File: config.mk
export PLATFORM = sky130hd
export DESIGN_NAME = spi_frame_receiver
export DESIGN_NICKNAME = d
export VERILOG_FILES = /design/src/rtl/spi_frame_pkg.sv /design/src/rtl/spi_sync_edge.sv /design/src/rtl/spi_frame_receiver.sv
export SDC_FILE = /design/constraint.sdc
export NUM_CORES = 1
export LEC_CHECK = 0
export BUFFER_PORTS_ARGS = -buffer_cell sky130_fd_sc_hd__buf_2
export CAP_MARGIN = 10
export CORE_MARGIN = 4
export CORE_UTILIZATION = 45
export CTS_BUF_LIST = sky130_fd_sc_hd__clkbuf_4 sky130_fd_sc_hd__clkbuf_8
export DETAILED_ROUTE_END_ITERATION = 12
export GPL_TIMING_DRIVEN = 0
export PLACE_DENSITY = 0.61
export SLEW_MARGIN = 20
export SYNTH_ARGS = -nofsm -noshare
export SYNTH_HDL_FRONTEND = slang
export SYNTH_SLANG_ARGS = --single-unit
File: constraint.sdc
create_clock -name HSOSC_clk -period 2.3 [get_ports HSOSC_clk]
set_input_delay 0.345 -clock HSOSC_clk [delete_from_list [all_inputs] [get_ports HSOSC_clk]]
set_output_delay 0.345 -clock HSOSC_clk [all_outputs]
set_load 0.01 [all_outputs]
File: src/rtl/spi_frame_pkg.sv
// Shared types for the SPI game-frame receiver: FSM states, status byte layout, default header.
package spi_frame_pkg;

  localparam logic [7:0] HEADER_BYTE_DEFAULT = 8'hA5;

  typedef enum logic [2:0] {
    IDLE,
    HEADER,
    PAYLOAD,
    CHECK,
    DONE,
    DRAIN
  } rx_state_t;

  typedef struct packed {
    logic       overrun;
    logic       len_err;
    logic       cks_err;
    logic       hdr_err;
    logic [3:0] accepted;
  } status_byte_t;

endpackage

File: src/rtl/spi_sync_edge.sv
// Multi-flop synchronizer followed by a registered edge detector; level/rise/fall are aligned.
module spi_sync_edge #(
  parameter int unsigned SYNC_STAGES = 2
) (
  input  logic clk,
  input  logic rst_n,
  input  logic din,
  output logic level,
  output logic rise,
  output logic fall
);

  logic [SYNC_STAGES-1:0] sync;

  always_ff @(posedge clk or negedge rst_n) begin
    if (!rst_n) begin
      sync  <= '0;
      level <= 1'b0;
      rise  <= 1'b0;
      fall  <= 1'b0;
    end else begin
      sync  <= {sync[SYNC_STAGES-2:0], din};
      level <= sync[SYNC_STAGES-1];
      rise  <= sync[SYNC_STAGES-1] & ~level;
      fall  <= ~sync[SYNC_STAGES-1] & level;
    end
  end

endmodule

File: src/rtl/spi_frame_receiver.sv
// Oversampled SPI packet receiver: header/payload/checksum framing, error-checked commit,
// valid/ready payload delivery and a read-to-clear status byte shifted out on sdo.
module spi_frame_receiver
  import spi_frame_pkg::*;
#(
  parameter int unsigned PAYLOAD_BYTES = 4,
  parameter logic [7:0]  HEADER_BYTE   = HEADER_BYTE_DEFAULT,
  parameter int unsigned SYNC_STAGES   = 2
) (
  input  logic                       HSOSC_clk,
  input  logic                       reset_n,
  input  logic                       sck,
  input  logic                       sdi,
  input  logic                       ce,
  output logic                       sdo,
  output logic [PAYLOAD_BYTES*8-1:0] frame_data,
  output logic                       frame_valid,
  input  logic                       frame_ready,
  output logic                       busy,
  output logic [7:0]                 err_count
);

  localparam int unsigned FRAME_W = PAYLOAD_BYTES * 8;
  localparam int unsigned CNT_W   = (PAYLOAD_BYTES > 1) ? $clog2(PAYLOAD_BYTES) : 1;
  localparam logic [CNT_W-1:0] LAST_BYTE = CNT_W'(PAYLOAD_BYTES - 1);

  logic sck_lvl, sck_rise, sck_fall;
  logic sdi_lvl, sdi_rise, sdi_fall;
  logic ce_lvl, ce_rise, ce_fall;

  spi_sync_edge #(.SYNC_STAGES(SYNC_STAGES)) u_sync_sck (
    .clk(HSOSC_clk), .rst_n(reset_n), .din(sck), .level(sck_lvl), .rise(sck_rise), .fall(sck_fall)
  );
  spi_sync_edge #(.SYNC_STAGES(SYNC_STAGES)) u_sync_sdi (
    .clk(HSOSC_clk), .rst_n(reset_n), .din(sdi), .level(sdi_lvl), .rise(sdi_rise), .fall(sdi_fall)
  );
  spi_sync_edge #(.SYNC_STAGES(SYNC_STAGES)) u_sync_ce (
    .clk(HSOSC_clk), .rst_n(reset_n), .din(ce), .level(ce_lvl), .rise(ce_rise), .fall(ce_fall)
  );

  logic unused_edges;
  assign unused_edges = ^{sck_lvl, sdi_rise, sdi_fall, ce_lvl};

  rx_state_t          state, next_state;
  logic [7:0]         shreg;
  logic [2:0]         bit_cnt;
  logic [CNT_W-1:0]   byte_cnt;
  logic [7:0]         cks;
  logic [FRAME_W-1:0] shadow;
  logic               ov_flag, len_flag, cks_flag, hdr_flag;
  logic [3:0]         accepted;
  logic [7:0]         tx_shreg;
  status_byte_t       status;

  logic [7:0] byte_next;
  logic       byte_end;
  logic       shift_en, hdr_ok, push_payload, commit;
  logic       set_hdr, set_len, set_cks;
  logic       overrun_set, load, err_inc;

  assign byte_next   = {shreg[6:0], sdi_lvl};
  assign byte_end    = (bit_cnt == 3'd7);
  assign overrun_set = commit & frame_valid & ~frame_ready;
  assign load        = commit & ~overrun_set;
  assign err_inc     = set_hdr | set_len | set_cks;
  assign status      = {ov_flag, len_flag, cks_flag, hdr_flag, accepted};

  // FSM state register
  always_ff @(posedge HSOSC_clk or negedge reset_n) begin
    if (!reset_n) begin
      state <= IDLE;
      busy  <= 1'b0;
    end else begin
      state <= next_state;
      busy  <= (next_state != IDLE);
    end
  end

  // Next state and per-clock strobes; a ce fall overrides everything else
  always_comb begin
    next_state   = state;
    shift_en     = 1'b0;
    hdr_ok       = 1'b0;
    push_payload = 1'b0;
    commit       = 1'b0;
    set_hdr      = 1'b0;
    set_len      = 1'b0;
    set_cks      = 1'b0;
    if (ce_fall) begin
      next_state = IDLE;
      if (state == DONE && bit_cnt == 3'd0) commit = 1'b1;
      else if (state != IDLE && state != DRAIN) set_len = 1'b1;
    end else begin
      case (state)
        IDLE: if (ce_rise) next_state = HEADER;
        HEADER: if (sck_rise) begin
          shift_en = 1'b1;
          if (byte_end) begin
            if (byte_next == HEADER_BYTE) begin
              hdr_ok     = 1'b1;
              next_state = PAYLOAD;
            end else begin
              set_hdr    = 1'b1;
              next_state = DRAIN;
            end
          end
        end
        PAYLOAD: if (sck_rise) begin
          shift_en = 1'b1;
          if (byte_end) begin
            push_payload = 1'b1;
            if (byte_cnt == LAST_BYTE) next_state = CHECK;
          end
        end
        CHECK: if (sck_rise) begin
          shift_en = 1'b1;
          if (byte_end) begin
            if (byte_next == cks) begin
              next_state = DONE;
            end else begin
              set_cks    = 1'b1;
              next_state = DRAIN;
            end
          end
        end
        DONE: if (sck_rise) begin
          set_len    = 1'b1;
          next_state = DRAIN;
        end
        default: ;
      endcase
    end
  end

  // Bit/byte assembly, checksum and shadow payload buffer
  always_ff @(posedge HSOSC_clk or negedge reset_n) begin
    if (!reset_n) begin
      shreg    <= '0;
      bit_cnt  <= '0;
      byte_cnt <= '0;
      cks      <= '0;
      shadow   <= '0;
    end else begin
      if (ce_rise || ce_fall) begin
        bit_cnt  <= '0;
        byte_cnt <= '0;
      end else if (shift_en) begin
        shreg   <= byte_next;
        bit_cnt <= bit_cnt + 3'd1;
        if (push_payload) byte_cnt <= byte_cnt + CNT_W'(1);
      end
      if (hdr_ok) cks <= byte_next;
      else if (push_payload) cks <= cks ^ byte_next;
      if (push_payload) shadow <= (shadow >> 8) | (FRAME_W'(byte_next) << (FRAME_W - 8));
    end
  end

  // Consumer handshake and reject counter
  always_ff @(posedge HSOSC_clk or negedge reset_n) begin
    if (!reset_n) begin
      frame_data  <= '0;
      frame_valid <= 1'b0;
      err_count   <= '0;
      accepted    <= '0;
    end else begin
      if (load) begin
        frame_data  <= shadow;
        frame_valid <= 1'b1;
      end else if (frame_valid && frame_ready) begin
        frame_valid <= 1'b0;
      end
      if (commit) accepted <= accepted + 4'd1;
      if (err_inc && err_count != 8'hFF) err_count <= err_count + 8'd1;
    end
  end

  // Status flags cleared by the ce-rise snapshot; same-clock events survive into the new epoch
  always_ff @(posedge HSOSC_clk or negedge reset_n) begin
    if (!reset_n) begin
      ov_flag  <= 1'b0;
      len_flag <= 1'b0;
      cks_flag <= 1'b0;
      hdr_flag <= 1'b0;
      sdo      <= 1'b0;
      tx_shreg <= '0;
    end else begin
      ov_flag  <= (ce_rise ? 1'b0 : ov_flag) | overrun_set;
      len_flag <= (ce_rise ? 1'b0 : len_flag) | set_len;
      cks_flag <= (ce_rise ? 1'b0 : cks_flag) | set_cks;
      hdr_flag <= (ce_rise ? 1'b0 : hdr_flag) | set_hdr;
      if (ce_rise) begin
        sdo      <= status[7];
        tx_shreg <= {status[6:0], 1'b0};
      end else if (next_state == IDLE) begin
        sdo      <= 1'b0;
        tx_shreg <= '0;
      end else if (sck_fall) begin
        sdo      <= tx_shreg[7];
        tx_shreg <= {tx_shreg[6:0], 1'b0};
      end
    end
  end

endmodule

Word level (Yosys, flattened, before mapping)
Index checks and enable logic that the tools add are counted.
{"block": "totals", "reg_bits": 127, "input_bits": 6, "output_inout_bits": 43, "word_cells": 141}
{"block": "op_classes", "add_sub_neg": 4, "n_eq_ne": 10, "n_mux": 60, "bitwise_logic": 22, "reduce_logical": 18}
{"operator": "2-to-1 mux 8 bit", "count": 5}
{"operator": "2-to-1 mux 3 bit", "count": 13}
{"operator": "2-to-1 mux 1 bit", "count": 38}
{"operator": "OR 24 x 32 -> 32 bit", "count": 1}
{"operator": "one-hot mux 3 bit (5 select lines)", "count": 1}
{"operator": "logical NOT 3 bit", "count": 3}
{"operator": "nonzero test 3 bit", "count": 3}
{"operator": "adder 8 x 1 -> 8 bit (second input constant)", "count": 1}
{"operator": "equality test 8 bit", "count": 1}
{"operator": "equality test 8 bit (second input constant)", "count": 1}
{"operator": "inequality test 8 bit (second input constant)", "count": 1}
{"operator": "nonzero test 2 bit", "count": 4}
{"operator": "bitwise XOR 8 bit", "count": 1}
{"operator": "AND 1 bit", "count": 7}
{"operator": "inverter 1 bit", "count": 7}
{"operator": "equality test 3 x 2 -> 1 bit (second input constant)", "count": 2}
{"operator": "equality test 3 bit (second input constant)", "count": 2}
{"operator": "2-to-1 mux 2 bit", "count": 3}
{"operator": "OR 1 bit", "count": 6}
{"operator": "adder 4 x 1 -> 4 bit (second input constant)", "count": 1}
{"operator": "logical AND 1 bit", "count": 4}
{"operator": "AND reduction 2 bit", "count": 2}
{"operator": "adder 3 x 1 -> 3 bit (second input constant)", "count": 1}
{"operator": "equality test 3 x 1 -> 1 bit (second input constant)", "count": 1}
{"operator": "other kinds (5)", "count": 5}

Longest topological paths before layout
Gate-level depths: netlist of run 1.
{"block": "logic_depth", "depth_word": 9, "mapped_depth": 9, "ltp_nobuf": 8}

Modules after synthesis
From an unflattened synthesis of run 1, not the netlist that was laid out.
{"block": "hier_totals", "cells_unflattened": 444, "hier_area_um2": 5208.7}
{"mod": "spi_frame_receiver", "instances": 1, "cells_each": 423, "area_each_um2": 4788.3, "seq_area_each_um2": 2827.7}
{"mod": "spi_sync_edge", "instances": 3, "cells_each": 7, "area_each_um2": 140.1, "seq_area_each_um2": 125.1}

Least setup slack after synthesis of run 1
OpenSTA, ideal clock, no wires.
{"block": "synth_path", "path_type": "register to register", "from": "reg bit_cnt[0]", "to": "reg sdo", "setup_ns": 0.130, "t_arrival_ns": 1.905, "required_ns": 2.170, "setup_slack_ns": 0.265, "path_stages_with_launch": 9, "n_path_buf": 0, "period_less_slack_ns": 2.035, "path_cell_list": "dfrtp_1 > ha_1 > ha_1 > nand2_1 > nor3_2 > a2111oi_4 > o32ai_4 > nor3_4 > nor2_1"}
{"block": "synth_via", "elab_chain_cells": 8, "elab_cells_between_ends": 13, "classes_between": "1 x eq/ne; 10 x mux; 2 x reduce/logical"}
{"item": "start, declared", "line": "spi_frame_receiver.sv:46", "text": "logic [2:0] bit_cnt;"}
{"item": "start signal, assigned", "line": "spi_frame_receiver.sv:149", "text": "bit_cnt <= bit_cnt + 3'd1;"}
{"item": "equality test 3 bit (*)", "line": "spi_frame_receiver.sv:62", "text": "assign byte_end = (bit_cnt == 3'd7);"}
{"item": "2-to-1 mux 3 bit, on equally long branches", "line": "spi_frame_receiver.sv:117, spi_frame_receiver.sv:98, spi_frame_receiver.sv:110"}
{"item": "2-to-1 mux 3 bit, on equally long branches", "line": "spi_frame_receiver.sv:115, spi_frame_receiver.sv:96, spi_frame_receiver.sv:108"}
{"item": "one-hot mux 3 bit (5 select lines) (*)", "line": "spi_frame_receiver.sv:94", "text": "case (state)"}
{"item": "2-to-1 mux 3 bit (*)", "line": "spi_frame_receiver.sv:89", "text": "if (ce_fall) begin"}
{"item": "via next_state[0]", "line": "spi_frame_receiver.sv:44", "text": "rx_state_t state, next_state;"}
{"item": "logical NOT 3 bit (*)", "line": "spi_frame_receiver.sv:194", "text": "end else if (next_state == IDLE) begin"}
{"item": "2-to-1 mux 1 bit", "line": "spi_frame_receiver.sv:194"}
{"item": "2-to-1 mux 1 bit", "line": "spi_frame_receiver.sv:191", "text": "if (ce_rise) begin"}
{"item": "end signal, assigned", "line": "spi_frame_receiver.sv:192", "text": "sdo <= status[7];"}
{"item": "end signal, assigned", "line": "spi_frame_receiver.sv:198", "text": "sdo <= tx_shreg[7];"}
{"item": "end, declared", "line": "spi_frame_receiver.sv:15", "text": "output logic sdo,"}
The timed path passes the listed nets; every way through them passes the cells marked *.
A chain may end at the register's enable or synchronous reset.

Worst setup path in the final report of run 1
{"block": "layout_path", "from": "reg bit_cnt[0]", "to": "reg tx_shreg[3]"}
{"block": "layout_via", "elab_chain_cells": 8, "elab_cells_between_ends": 13, "classes_between": "1 x eq/ne; 10 x mux; 2 x reduce/logical"}
{"item": "equality test 3 bit (*)", "line": "spi_frame_receiver.sv:62"}
{"item": "2-to-1 mux 3 bit, on equally long branches", "line": "spi_frame_receiver.sv:117, spi_frame_receiver.sv:98, spi_frame_receiver.sv:110"}
{"item": "2-to-1 mux 3 bit, on equally long branches", "line": "spi_frame_receiver.sv:115, spi_frame_receiver.sv:96, spi_frame_receiver.sv:108"}
{"item": "one-hot mux 3 bit (5 select lines) (*)", "line": "spi_frame_receiver.sv:94"}
{"item": "2-to-1 mux 3 bit (*)", "line": "spi_frame_receiver.sv:89"}
{"item": "via next_state[0]", "line": "spi_frame_receiver.sv:44"}
{"item": "logical NOT 3 bit (*)", "line": "spi_frame_receiver.sv:194"}
{"item": "2-to-1 mux 8 bit", "line": "spi_frame_receiver.sv:194"}
{"item": "2-to-1 mux 8 bit", "line": "spi_frame_receiver.sv:191"}
{"item": "end signal, assigned", "line": "spi_frame_receiver.sv:193", "text": "tx_shreg <= {status[6:0], 1'b0};"}
{"item": "end signal, assigned", "line": "spi_frame_receiver.sv:199", "text": "tx_shreg <= {tx_shreg[6:0], 1'b0};"}
{"item": "end, declared", "line": "spi_frame_receiver.sv:52", "text": "logic [7:0] tx_shreg;"}
Marked as above.

==> impl_metrics.py, run 1 <==
metrics = {
    "sta": {
        "slew_viol_final": 0,
        "actual_slew_at_the_worst_max_slew_pin_ns": 0.603,
        "maximum_clock_frequency_ghz": 0.472,
        "layout_setup_ws_ns": 0.183,
        "finalSetupViolCount": 0,
        "final-hold-violation-count": 0,
        "period_needed_ns": 2.12,
        "grt_setup_unrepaired": "false",
        "finalClockSkew_ns": 0.00864,
        "timing.max_slew.rel_slack_pct": 59.8,
        "min_period_over_period_pct": 92.0,
    },
    "routing": {
        "wire_per_inst_um": 14.6,
        "drt_pass1_iterations": 4,
        "routed_via_count": 3390,
        "postRouteAntennaNets": 0,
        "detail_route.wirelength_um": 9850,
        "drc": 0,
        "vias_per_cell": 5.02,
        "first_iter_violations": 210,
    },
    "worst_hold_path": {
        "worstHoldPathCells": 3,
        "hold_end": "frame_valid",
        "min_from": "frame_ready",
        "hold_path.class": "in -> reg",
    },
    "synth": {
        "yosys.cell_types.count": 50,
        "synth_enable_flop_cells": 0,
        "ys_seq_elements": 126,
        "netlist.top_cell.by_area": "dfrtp_1",
        "average_footprint_of_a_synthesized_cell_um2": 11.7,
        "ys_seq_area_share_pct": 60.4,
        "synth_warnings": 0,
        "dominantRegCellSynth": "dfrtp_1",
        "synth_top_cells_by_area": "dfrtp_1, mux2_2, nand2_1",
        "netlist_area_um2": 5220,
        "asyncSetResetFlopFracSynth_pct": 100,
        "synth.net_count": 459,
        "synth_largest_type_area_fraction_pct": 60.4,
        "synthCells": 447,
    },
    "global_routing": {
        "globalRouteTotalUtil_pct": 16.0,
        "grt_max_degree": 66,
        "overflow": 0,
        "grt_first_pass_wirelength_um": 16400,
        "grt_pass1_vias": 3257,
        "antenna_found_initial": 0,
    },
    "layout": {
        "num_antenna_cells": 0,
        "layout-area-overhead-vs-synth_pct": 18.3,
        "finish.cell_count_without_fillers": 675,
        "post_route_cells_drive_above_1_share_pct": 26.5,
        "utilization_pct": 54.3,
        "design.final.nets": 532,
    },
    "place": {
        "detailedPlacementHpwl_um": 6800,
        "placement.io_buffers": 48,
        "pre_cts_ws_ns": -0.0808,
        "placed_cells": 639,
        "gp_congestion": 0.816,
    },
    "setup_path": {
        "cp-end-kind": "flop",
        "critical_path_start_type": "flop",
        "critPathBufInv": 0,
        "crit_path_frequent_cell": "nor3_4",
        "r2r-start": "bit_cnt[0]",
        "reg2reg_setup_slack_ns": 0.18,
        "cp_slowest_stage_delay_ns": 0.40,
        "worstPathRequired_ns": 2.60,
        "cell_family_with_most_cp_delay": "simple AND/OR/NAND/NOR gates",
        "worstPathArrival_ns": 2.42,
        "r2r_cells": 8,
        "timing.critical_path.fanout_max": 8,
        "crit_path_slowest_cell": "dfrtp_1",
        "worstSetupPathType": "reg -> reg",
        "rr_endpoint": "tx_shreg[3]",
        "path_cells": "ha_1 > ha_2 > nand2_4 > nor3_4 > a2111oi_4 > o32ai_4 > nor3_4 > nor2_1",
    },
    "die": {
        "die-area_um2": 13400,
        "initial_core_util_pct": 45.9,
        "floorplan.io_pins": 49,
        "die-height_um": 116,
        "fp.dieW_um": 116,
        "placementRows": 39,
        "core_area_um2": 11400,
    },
    "pwr": {
        "total_power_w": 0.00479,
        "vdd_ir_drop_max_v": 0.000462,
        "static-leakage-power_nw": 3.20,
        "p_per_area_nw_per_um2": 776,
    },
    "clocking": {
        "cts_buffer_depth": 2,
        "cts_tree": "yes",
        "number_of_clock_buffers_inserted_by_tritoncts": 17,
        "cts_htree_levels": 4,
        "cts.root.buffer_cell": "clkbuf_8",
        "worst_setup_hold_path_clk_slew_ns": 0.07,
        "insertion_delay_ns": 0.43,
        "tritoncts_num_sinks": 126,
    },
    "job": {
        "drv.max_cap_violation_count": 0,
    },
    "status": {
        "status": "finished clean",
    },
}
==> synth_stat cells, types with 2 or more instances <==
cell type    n
a21o_1       3
a21oi_1     17
a22o_1       2
a31oi_1      5
and2_1       2
buf_2        7
buf_4        2
clkbuf_1     9
dfrtp_1    126
ha_1         6
inv_1        6
mux2_1       6
mux2_2      36
mux2i_1      7
nand2_1    105
nand2b_1     3
nand3_1      7
nand4_1      4
nor2_1      26
nor2b_1      8
nor3_1       6
nor3_2       2
nor3b_1      2
nor4_1       2
nor4_2       2
o21ai_0      6
xnor2_1     13
xor2_1       5
==> cells in the final DEF (no fill, tap or decap), types with 4 or more instances in the layout <==
| cell type | Yosys | layout |
|---|---|---|
| dfrtp_1 | 126 | 126 |
| nand2_1 | 105 | 104 |
| buf_2 | 7 | 54 |
| mux2_2 | 36 | 36 |
| nor2_1 | 26 | 26 |
| clkbuf_8 | 0 | 20 |
| a21oi_1 | 17 | 17 |
| xnor2_1 | 13 | 13 |
| nor2b_1 | 8 | 8 |
| clkbuf_1 | 9 | 8 |
| nand3_1 | 7 | 7 |
| mux2i_1 | 7 | 7 |
| inv_1 | 6 | 6 |
| o21ai_0 | 6 | 6 |
| nor3_1 | 6 | 6 |
| mux2_1 | 6 | 6 |
| a31oi_1 | 5 | 5 |
| xor2_1 | 5 | 5 |
| ha_1 | 6 | 5 |
| nand4_1 | 4 | 4 |
| dlygate4sd3_1 | 0 | 4 |
==> area by class of cell <==
cell class                      instances  area, um2
Multi-Input combinational cell        296       1990
Tap cell                              143        179
Fill cell                             994       5190
Timing Repair Buffer                   54        322
Inverter                                6       22.5
Clock inverter                         10        138
Buffer                                 19       93.8
Sequential cell                       126       3150
Clock buffer                           21        283
==> layer usage <==
metal,vias up,global-route usage [%],part of all wire [%]
li1,1670,-,-
met5,-,0,0
met4,0,7.89,1.3
met3,9,4.44,4.2
met2,62,23.1,47
met1,1649,22.2,47
==> through the flow <==
step                      setup TNS, ns  hold slack, ns  instance area, um2
after global routing                  0           0.247                6180
after global placement           -90.68           0.333                5640
after CTS                             0           0.196                6150
after floorplan                       0          0.0494                5220
after detailed placement         -0.563           0.336                5680
final                                 0           0.238                6180
==> state kept, by name, summed over array words and instances, names as in the netlist, 2 cells and up <==
signal and cells:
accepted 4, bit_cnt 3, byte_cnt 2, cks 8, err_count 8, frame_data 32
shadow 32, shreg 7, state 3, tx_shreg 7, u_sync_ce.sync 2, u_sync_sck.sync 2
u_sync_sdi.sync 2
==> repair_timing <==
item | 4_1_cts | 5_1_grt
pin swaps | 0 | 3
hold buffers | 4 | 0
endpoints found under the hold margin | 67 | 0
gates resized for setup | 4 | 3
buffers inserted | 0 | 1
setup endpoints to repair | 22 | 63
==> where the power goes <==
part           total (W)  switching [W]  internal [W]
Combinational   0.000368       0.000192      0.000177
Sequential       0.00243       0.000131       0.00230
Clock            0.00199       0.000829       0.00116
==> cell families after synthesis <==
logic type	share of synthesized area (%)
fa+ha+maj	1.44
mux	10.4
flops	60.4
xor+xnor	3.02
buf+inv	2.20
simple gates	16.1
compound gates	6.49
==> worst register-to-register path: stages (launching register included) <==
cell       delay [ns]
dfrtp_1          0.40
ha_1             0.21
ha_2             0.21
nand2_4          0.12
nor3_4           0.08
a2111oi_4        0.37
o32ai_4          0.16
nor3_4           0.36
nor2_1           0.10
==> worst max-delay path by stage <==
stage	startpoint	end	slack (ns)	cells past startpoint
2_1_floorplan	bit_cnt[0]	sdo	0.26	8
4_1_cts	bit_cnt[0]	frame_data[26]	0.001	8
3_5_place_dp	bit_cnt[0]	cks[5]	-0.08	6
5_1_grt	shreg[5]	tx_shreg[2]	0.002	6
3_3_place_gp	reset_n	frame_data[30]	-0.73	1
6_report	bit_cnt[0]	tx_shreg[3]	0.18	8
(Power assumes the default switching activity.)
==> run 2, diff against run 1 <==
ABC_AREA = 1   (was unset)
CORE_ASPECT_RATIO = 0.5   (was unset)
==> impl_metrics.py, run 2 <==
metrics = {
    "status": {
        "status": "finished clean",
    },
    "layout": {
        "design.final.nets": 664,
        "layout_top_registers": "frame_data (32), shadow (32)",
        "mostFrequentLayoutCells": "nand2_1, dfrtp_1, inv_1",
        "layout-area-overhead-vs-synth_pct": 16.3,
        "layout.cells.most_common": "nand2_1",
        "post-route-cell-area_um2": 6230,
        "final.fill_count": 1053,
        "post_route_cells_drive_above_1_share_pct": 19.7,
        "finish.cell_count_without_fillers": 824,
        "num_antenna_cells": 0,
    },
    "sta": {
        "min_period_over_period_pct": 85.3,
        "slew_viol_final": 0,
        "holdWs_ns": 0.216,
        "maximum_clock_frequency_ghz": 0.510,
        "finalSetupViolCount": 0,
        "finalClockSkew_ns": 0.0149,
        "period_needed_ns": 1.96,
        "final-hold-violation-count": 0,
        "grt_setup_unrepaired": "false",
        "timing.max_slew.rel_slack_pct": 65.9,
        "actual_slew_at_the_worst_max_slew_pin_ns": 0.511,
    },
    "synth": {
        "asyncSetResetFlopFracSynth_pct": 100,
        "synth_enable_flop_cells": 0,
        "ys_seq_area_share_pct": 58.8,
        "synth.net_count": 592,
        "netlist_area_um2": 5360,
        "synthCells": 580,
        "synth_largest_type_area_fraction_pct": 58.8,
        "yosys.cell_count.top_type": "nand2_1",
        "average_footprint_of_a_synthesized_cell_um2": 9.24,
        "netlist.top_cell.by_area": "dfrtp_1",
        "synth_warnings": 0,
        "ys_seq_elements": 126,
        "synth_top_cells_by_area": "dfrtp_1, nand2_1, o21ai_0",
        "yosys.cell_types.count": 31,
        "dominantRegCellSynth": "dfrtp_1",
        "synth_common_cells": "nand2_1, dfrtp_1, inv_1",
    },
    "global_routing": {
        "antenna_found_initial": 0,
        "grt_max_degree": 68,
        "overflow": 0,
        "grt_pass1_vias": 3864,
        "grt_first_pass_wirelength_um": 18800,
        "globalRouteTotalUtil_pct": 17.1,
    },
    "setup_path": {
        "critical_path_start_type": "flop",
        "worstSetupPathType": "reg -> reg",
        "cp-end-kind": "flop",
        "worstPathArrival_ns": 2.31,
        "rr_endpoint": "shadow[13]",
        "timing.critical_path.from": "bit_cnt[0]",
        "reg2reg_setup_slack_ns": 0.34,
        "r2r_cells": 9,
        "cp-endpoint": "shadow[13]",
        "timing.critical_path.fanout_max": 10,
        "r2r-start": "bit_cnt[0]",
        "worstPathRequired_ns": 2.65,
    },
    "clocking": {
        "cts_tree": "yes",
        "cts_buffer_depth": 2,
        "tritoncts_num_sinks": 126,
        "worst_setup_hold_path_clk_slew_ns": 0.08,
        "cts_htree_levels": 4,
        "insertion_delay_ns": 0.43,
        "number_of_clock_buffers_inserted_by_tritoncts": 17,
        "cts.root.buffer_cell": "clkbuf_8",
    },
    "worst_hold_path": {
        "hold_path.class": "in -> reg",
    },
    "die": {
        "initial_core_util_pct": 47.4,
        "die-height_um": 85.2,
        "fp.dieW_um": 162,
        "placementRows": 27,
        "core_area_um2": 11300,
        "die-area_um2": 13800,
        "floorplan.io_pins": 49,
    },
    "place": {
        "gp_congestion": 0.850,
        "placement.io_buffers": 48,
        "detailedPlacementHpwl_um": 7270,
        "placed_cells": 788,
        "place_area_um2": 5840,
    },
    "routing": {
        "detail_route.wirelength_um": 10500,
        "postRouteAntennaNets": 0,
        "first_iter_violations": 256,
        "routed_via_count": 3809,
        "vias_per_cell": 4.62,
        "wire_per_inst_um": 12.7,
        "drt_pass1_iterations": 4,
        "drc": 0,
    },
    "pwr": {
        "total_power_w": 0.00450,
        "vdd_ir_drop_max_v": 0.000472,
        "p_per_area_nw_per_um2": 722,
        "static-leakage-power_nw": 3.13,
    },
    "job": {
        "drv.max_cap_violation_count": 0,
    },
}
## run 2: logic make-up (layout without fill, tap and decap cells)
family                     Yosys count  count (layout)  share of synthesized area, %
and+or+nand+nor                    250             250                          19.9
DFF                                126             126                          58.8
buffers and inverters               90             175                          7.24
AOI/OAI and AO/OA                   79              79                          7.52
xor gates and xnor gates            21              21                          3.43
muxes                                8               8                          1.68
adders and majority gates            6               6                          1.40
## run 2: worst min path at each step
| stage | from | to | slack [ns] | cells after the start |
|---|---|---|---|---|
| 5_1_grt | frame_ready | frame_valid | 0.23 | 4 |
| 4_1_cts | frame_ready | frame_valid | 0.20 | 4 |
| 2_1_floorplan | reset_n | accepted[0] | 0.05 | 0 |
| 3_5_place_dp | reset_n | u_sync_ce.sync[0] | 0.33 | 1 |
| 6_report | frame_ready | frame_valid | 0.22 | 4 |
| 3_3_place_gp | u_sync_sck.sync[0] | u_sync_sck.sync[1] | 0.33 | 0 |
## run 2: critical path: stages (launching register included)
cell	delay [ns]
dfrtp_1	0.39
ha_1	0.20
ha_1	0.18
nand2_1	0.11
nor2_1	0.09
nand2_1	0.18
buf_2	0.29
buf_2	0.27
nand2_1	0.08
o21ai_0	0.09
## run 2: stage by stage
step           utilization, %  TNS, ns  setup slack [ns]
2_1_floorplan               -        0             0.517
3_3_place_gp             51.2  -100.75            -0.810
3_5_place_dp             51.6        0             0.328
4_1_cts                  55.1        0             0.288
5_1_grt                  55.1        0             0.128
6_report                 55.1        0             0.338
## run 2: layout make-up
| type | instances | area [um2] | area share [%] |
|---|---|---|---|
| timing repair buffer | 53 | 318 | 5.10 |
| clock inverter | 14 | 108 | 1.73 |
| tap | 159 | 199 | 3.19 |
| sequential | 126 | 3150 | 50.6 |
| multi-input combinational | 364 | 1820 | 29.2 |
| inverter | 73 | 274 | 4.40 |
| clock buffer | 18 | 248 | 3.98 |
| buffer | 17 | 114 | 1.83 |
## run 2: metal layers
| layer | share of wire, % | wire length [um] | vias up | global-route usage, % |
|---|---|---|---|---|
| li1 | - | - | 1958 | - |
| met1 | 52 | 5480 | 1775 | 24.8 |
| met2 | 42 | 4420 | 64 | 25.0 |
| met3 | 4.4 | 462 | 12 | 4.46 |
| met4 | 1.2 | 124 | 0 | 5.83 |
| met5 | 0 | 0 | - | 0 |
## run 2: power by group
part | switching (W) | leakage (nW) | internal (W)
logic | 0.000246 | 1.23 | 0.000141
clock network | 0.000938 | 0.177 | 0.000787
registers | 0.0000924 | 1.72 | 0.00229
total | 0.00128 | 3.13 | 0.00322
## run 2: what timing repair did
| action | 4_1_cts | 5_1_grt |
|---|---|---|
| resized for setup | 0 | 0 |
| setup buffers | 0 | 0 |
| setup endpoints to repair | 0 | 0 |
| hold endpoints to repair | 69 | 0 |
| hold buffers | 4 | 0 |
